## src/rtl/hazard_ctrl.sv

```systemverilog
// Stall/flush sequencer for a 5-stage pipeline: load-use interlock, EX redirect
// flushes, data-memory wait freezing, stall-cycle counter and memory timeout pulse.
module hazard_ctrl #(
  parameter logic [1:0]  WD_SEL_MEM  = 2'b01,
  parameter int unsigned MEM_TIMEOUT = 16,
  parameter int unsigned CNT_W       = 32
) (
  input  logic             clk,
  input  logic             rst_n,
  input  logic [4:0]       rs1_id_i,
  input  logic [4:0]       rs2_id_i,
  input  logic             rs1_used_id_i,
  input  logic             rs2_used_id_i,
  input  logic [4:0]       wr_ex_i,
  input  logic             rf_we_ex_i,
  input  logic [1:0]       wd_sel_ex_i,
  input  logic             instr_valid_ex_i,
  input  logic             redirect_ex_i,
  input  logic             dmem_req_mem_i,
  input  logic             dmem_ready_i,
  output logic             stall_if_o,
  output logic             stall_id_o,
  output logic             stall_ex_o,
  output logic             stall_mem_o,
  output logic             flush_id_o,
  output logic             flush_ex_o,
  output logic             flush_wb_o,
  output logic             err_timeout_o,
  output logic [CNT_W-1:0] perf_stall_cnt_o
);

  localparam int unsigned     WC_W   = $clog2(MEM_TIMEOUT + 1);
  localparam logic [WC_W-1:0] WC_MAX = WC_W'(MEM_TIMEOUT);
  localparam logic [WC_W-1:0] WC_ERR = WC_W'(MEM_TIMEOUT - 2);

  typedef enum logic [0:0] {
    RUN      = 1'b0,
    MEM_WAIT = 1'b1
  } state_t;

  state_t            state_r, state_nxt_s;
  logic [WC_W-1:0]   wait_cnt_r, wait_cnt_nxt_s;
  logic              err_timeout_r, err_set_s;
  logic [CNT_W-1:0]  perf_cnt_r;
  logic              mem_wait_s, load_use_s;
  logic              stall_if_s, stall_id_s, stall_ex_s, stall_mem_s;
  logic              flush_id_s, flush_ex_s, flush_wb_s;

  function automatic logic src_hit(input logic used, input logic [4:0] rs, input logic [4:0] wr);
    return used && (rs == wr);
  endfunction

  assign load_use_s = instr_valid_ex_i && rf_we_ex_i && (wd_sel_ex_i == WD_SEL_MEM) &&
                      (wr_ex_i != 5'd0) &&
                      (src_hit(rs1_used_id_i, rs1_id_i, wr_ex_i) ||
                       src_hit(rs2_used_id_i, rs2_id_i, wr_ex_i));

  // Next state, wait counter and stall/flush decode in priority order
  always_comb begin
    mem_wait_s     = 1'b0;
    state_nxt_s    = state_r;
    wait_cnt_nxt_s = {WC_W{1'b0}};
    err_set_s      = 1'b0;
    stall_if_s     = 1'b0;
    stall_id_s     = 1'b0;
    stall_ex_s     = 1'b0;
    stall_mem_s    = 1'b0;
    flush_id_s     = 1'b0;
    flush_ex_s     = 1'b0;
    flush_wb_s     = 1'b0;

    // Once waiting, only ready matters; the ready cycle itself behaves as RUN
    case (state_r)
      RUN: begin
        mem_wait_s = dmem_req_mem_i && !dmem_ready_i;
      end
      MEM_WAIT: begin
        mem_wait_s = !dmem_ready_i;
        if (mem_wait_s) begin
          wait_cnt_nxt_s = (wait_cnt_r == WC_MAX) ? WC_MAX : wait_cnt_r + {{(WC_W-1){1'b0}}, 1'b1};
          err_set_s      = (wait_cnt_r == WC_ERR);
        end else begin
          wait_cnt_nxt_s = {WC_W{1'b0}};
        end
      end
      default: begin
        mem_wait_s = 1'b0;
      end
    endcase

    state_nxt_s = mem_wait_s ? MEM_WAIT : RUN;

    if (mem_wait_s) begin
      stall_if_s  = 1'b1;
      stall_id_s  = 1'b1;
      stall_ex_s  = 1'b1;
      stall_mem_s = 1'b1;
      flush_wb_s  = 1'b1;
    end else if (redirect_ex_i) begin
      flush_id_s  = 1'b1;
      flush_ex_s  = 1'b1;
    end else if (load_use_s) begin
      stall_if_s  = 1'b1;
      stall_id_s  = 1'b1;
      flush_ex_s  = 1'b1;
    end else begin
      stall_if_s  = 1'b0;
    end
  end

  // State, wait counter, timeout pulse and stall-cycle counter registers
  always_ff @(posedge clk or negedge rst_n) begin
    if (!rst_n) begin
      state_r       <= RUN;
      wait_cnt_r    <= {WC_W{1'b0}};
      err_timeout_r <= 1'b0;
      perf_cnt_r    <= {CNT_W{1'b0}};
    end else begin
      state_r       <= state_nxt_s;
      wait_cnt_r    <= wait_cnt_nxt_s;
      err_timeout_r <= err_set_s;
      if (stall_if_s) begin
        perf_cnt_r <= perf_cnt_r + {{(CNT_W-1){1'b0}}, 1'b1};
      end else begin
        perf_cnt_r <= perf_cnt_r;
      end
    end
  end

  // Combinational controls are forced low while reset is asserted
  assign stall_if_o       = stall_if_s  && rst_n;
  assign stall_id_o       = stall_id_s  && rst_n;
  assign stall_ex_o       = stall_ex_s  && rst_n;
  assign stall_mem_o      = stall_mem_s && rst_n;
  assign flush_id_o       = flush_id_s  && rst_n;
  assign flush_ex_o       = flush_ex_s  && rst_n;
  assign flush_wb_o       = flush_wb_s  && rst_n;
  assign err_timeout_o    = err_timeout_r;
  assign perf_stall_cnt_o = perf_cnt_r;

endmodule
```

## config.mk

```make
export PLATFORM = sky130hd
export DESIGN_NAME = hazard_ctrl
export DESIGN_NICKNAME = d
export VERILOG_FILES = /design/src/rtl/hazard_ctrl.sv
export SDC_FILE = /design/constraint.sdc
export NUM_CORES = 1
export LEC_CHECK = 0
export ABC_AREA = 0
export BUFFER_PORTS_ARGS = -buffer_cell sky130_fd_sc_hd__buf_2
export CAP_MARGIN = 10
export CORE_UTILIZATION = 37
export DETAILED_ROUTE_END_ITERATION = 7
export GPL_TIMING_DRIVEN = 0
export REMOVE_ABC_BUFFERS = 1
export SKIP_CTS_REPAIR_TIMING = 1
export SLEW_MARGIN = 20
export SYNTH_ARGS = -nofsm -noshare
export SYNTH_HDL_FRONTEND = slang
export SYNTH_SLANG_ARGS = --single-unit
```

## constraint.sdc

```tcl
create_clock -name clk -period 1.7 [get_ports clk]
set_input_delay 0.085 -clock clk [delete_from_list [all_inputs] [get_ports clk]]
set_output_delay 0.085 -clock clk [all_outputs]
set_load 0.02 [all_outputs]
```

# [Word-level counts from Yosys, hierarchy flattened]
# Index checks and enable logic that the tools add are counted.
[op_classes] addsub=2 n_eq_ne=5 mux=14 n_bitwise=1 reduce_logical=14
[op_table] cell="adder 32 x 1 -> 32 bit (second input constant)" n=1
[op_table] cell="2-to-1 mux 5 bit" n=3
[op_table] cell="logical AND 1 bit" n=11
[op_table] cell="== test 5 bit" n=2
[op_table] cell="2-to-1 mux 1 bit" n=10
[op_table] cell="adder 5 x 1 -> 5 bit (second input constant)" n=1
[op_table] cell="== test 5 x 4 -> 1 bit (second input constant)" n=1
[op_table] cell="== test 5 bit (second input constant)" n=1
[op_table] cell="nonzero test 5 bit" n=1
[op_table] cell="== test 2 x 1 -> 1 bit (second input constant)" n=1
[op_table] cell="case mux 1 bit (2 select lines)" n=1
[op_table] cell="zero test 1 bit" n=1
[op_table] cell="logical OR 1 bit" n=1
[op_table] cell="inverter 1 bit" n=1
[totals] reg_bits=39 inputBits=26 out_inout_bits=40 word_cells=40

# [Depth between registers and ports, before layout]
[depth] ltp_word=8 ltp_mapped=7 ltp_nobuf=6

# [Least setup slack after synthesis]
# OpenSTA, ideal clock, no wires.
[synth_path] kind="register to register" start="reg perf_cnt_r[3] (netlist: perf_stall_cnt_o[3])" end="reg perf_cnt_r[28] (netlist: perf_stall_cnt_o[28])" setup_time_ns=0.080 arrival_time_ns=1.635 setup_slack_ns=-0.014 path_stages_with_launch=6 cell_sequence="dfrtp_1 nand2_1 nor2_1 nand4_1 nor4b_1 xor2_1"
[synth_between] elab_chain_cells=1
[synth_lines] element="from (decl)" line_no="44" rtl="logic [CNT_W-1:0] perf_cnt_r;"
[synth_lines] element="from (signal assigned)" line_no="117" rtl="perf_cnt_r <= {CNT_W{1'b0}};"
[synth_lines] element="from (signal assigned)" line_no="123" rtl="perf_cnt_r <= perf_cnt_r + {{(CNT_W-1){1'b0}}, 1'b1};"
[synth_lines] element="from (signal assigned)" line_no="125" rtl="perf_cnt_r <= perf_cnt_r;"
[synth_lines] element="adder 32 x 1 -> 32 bit" line_no="123"
# Every way passes these cells.
# A chain may end at the register's enable or synchronous reset.

# [Worst setup path in the final report]
[layout_path] start="reg perf_cnt_r[20] (netlist: perf_stall_cnt_o[20])" end="reg perf_cnt_r[30] (netlist: perf_stall_cnt_o[30])"
# The elaborated chain is that of the path after synthesis.

==> results.md <==
- Status: complete, but fails checks
- Failing checks: negative hold slack
- RSZ-0062 raised after global routing: yes
- Fin Clk Skew: 0.00879 ns
- GP Congestion: approximately 0.76
- Drt pass-1 iters: 4
- Ant diodes: 0
- Post-synthesis async set-or-reset flop share: 1.00
- Final hold vios: 39
- Setup TNS: 0 ns
- Drt via density: slightly below 5
- CTS max path bufs: 2
- Hold slack: -0.0794 ns
- All-Layer GR Usage: 0.155
- Unique masters post-synth: 30
- Iteration-0 DRC Markers: 57
- Top_reg_cell synth: dfrtp_1
- Clock network fraction of design power: 0.261
- Total power: between 2000 and 2500 µW
- Area growth from synthesis to layout: 35.2%
- Flop pwr share: 0.485
- Logic pwr share: 0.254
- P per Cell Area: 871 nW/µm²
- Crit path DAT: between 1.5 and 2 ns
- Sequential-to-total area share from yosys stat: 0.481
- Core Box Area: 5200 µm²
- Via count: 1,705
- Mapped Cells: around 190
- H-Tree Depth: 2
- CTS Sinks: 39
- Crit-path max FO: 4
- Peak VDD IR: 0.679 mV
- Num CTS Buffers: 5
- Share of layout cells above drive strength 1: 0.402
- Die Wd: around 76 µm
- Max_cap viols: 0
- Kind of critical path: flop to flop
- Initial Util: 0.389
- Number of global-route vias before repair: 1,569
- CP startpoint kind: flop
- Switching Share: 0.348
- Remaining Overflow, GRT: 0
- DRC Markers: 0
- Cell row count: 26
- YS warnings: 0
- CTS tree: done
- Synth Cell Area: approximately 2000 µm²
- Leading cell types by total area after synthesis: dfrtp_1 48%, xor2_1 12%, xnor2_1 6.5%
- Slew Limit Headroom: 0.389
- Number of flops mapped to enable cells by yosys: 0
- Worst setup EP type: flop
- Chip height: approximately 76 µm
- Final WL: 4830 µm
- Share of the synthesized area in the top cell type: 0.481
- DIE AREA: 5780 µm²
- Number of port buffers: 65
- Most instantiated cells after synthesis: 39 x dfrtp_1, 28 x xor2_1, 18 x nand2_1
- Avg Inst Size Synth: 10.5 µm²
- Clk Tree Root Cell: clkbuf_8
- P_leak: 0.00135 µW
- Part of the cycle the worst path needs: 0.975
- P_int: 1560 µW
- WL/cell: between 10 and 15 µm
- First-pass GRT wire length: 7190 µm
- Final ANT Viol Nets: 0
- WP data required: 1.93 ns
- Max Fclk: approximately 0.60 GHz
- Largest net degree at the start of global routing: 43
- Worst min path class: input pin to async pin
- Yosys reg bits: 39
- Worst-skew pair later-pin latency: 0.29 ns
- Initial antenna violation count: 0
- Final HPWL DP: 2980 µm
- Top-count cell post-synth: dfrtp_1
- Psw: 832 µW
- Final setup violation count: 0
- I/O pin count: 66
- Clk pin slew, worst setup/hold paths: 0.08 ns
- Synth area leader: dfrtp_1
- Slew Limit Fails: 0
- Final Critical Period: 1.66 ns
- NumNets Final: approximately 300
- Worst Max-Slew Pin Slew: 0.916 ns
## cell usage in the layout, fill, tap and decap left out, types with 2 or more instances in the layout
cell and instances:
nor4_2 3, and3_1 4, nand4b_1 2, nor4b_1 3, ha_1 4, buf_4 14
nor3_2 2, mux2_2 2, nor4_1 2, a31oi_4 3, nand3_1 5, and2_1 3
clkbuf_8 5, nor4b_2 4, nor3b_1 2, xor2_1 28, nor3_1 8, buf_2 64
nor2_2 2, nor2_1 14, nand2_1 18, nand2b_1 4, inv_1 4, dfrtp_1 39
nand4_1 6, xnor2_1 15
## worst max-delay path, stage by stage (launching register included)
cell and delay [ns]:
dfrtp_1 0.41, and3_1 0.20, nand4_1 0.15, nor2_2 0.17, nand4_1 0.18, nor4b_2 0.33
xor2_1 0.16
## power groups by stage
stage,combinational (µW),clock [µW],sequential [µW]
final,607,623,1160
after global routing,664,671,1180
after CTS,549,636,1160
after detailed placement,549,0,1170
after global placement,541,0,1170
after floorplan,222,0,1280
## area by class of cell
class	count	area, µm²
fillers	484	2460
multi-input cells	146	1140
flip-flops and latches	39	976
repair buffers	78	425
well taps	70	87.6
clock buffers	6	72.6
inverters	5	21.3
clock inverters	2	12.5
## logic make-up (layout without fill, tap and decap cells)
family                     Yosys count  after routing  share of synthesized area
xor gates and xnor gates            43             43                      0.186
adders and majority gates            4              4                     0.0247
DFF                                 39             39                      0.481
AOI/OAI and AO/OA                    5              7                     0.0247
and+or+nand+nor                     90             90                      0.244
muxes                                2              2                     0.0111
buffers and inverters               10             91                     0.0284
## worst paths after layout
path / depth (start not counted) / start / to / slack (ns)
min in group clk: 3 / dmem_ready_i / state_r / 0.11
setup / recovery: 6 / perf_stall_cnt_o[20] / perf_stall_cnt_o[30] / 0.04
hold reg to reg: 1 / perf_stall_cnt_o[31] / perf_stall_cnt_o[31] / 0.48
setup reg to reg: 6 / perf_stall_cnt_o[20] / perf_stall_cnt_o[30] / 0.04
max in group asynchronous: 1 / rst_n / perf_stall_cnt_o[6] / 1.21
hold / removal: 1 / rst_n / err_timeout_o / -0.08
## routing by layer
layer / up-vias / GRT usage / part of all wire
met2: 42 / 0.243 / 0.49
met5: - / 0 / 0
met4: 0 / 0.0538 / 0.012
li1: 832 / - / -
met3: 7 / 0.0395 / 0.043
met1: 824 / 0.208 / 0.46
## metrics by stage
step                      utilization  std cells  setup slack [ns]  instance area (µm²)
after global routing            0.526        346           -0.0636                 2740
after CTS                       0.478        331            -0.353                 2490
after global placement          0.461        323            -0.258                 2400
after floorplan                     -        188           -0.0142                 1990
after detailed placement        0.461        323            -0.284                 2400
final                           0.526        346            0.0429                 2740
## registers in the layout, summed over array words and instances (netlist names)
name	count
perf_stall_cnt_o	32
wait_cnt_r	5
state_r	1
err_timeout_o	1
Note: power is estimated with default switching activity, not from simulation.
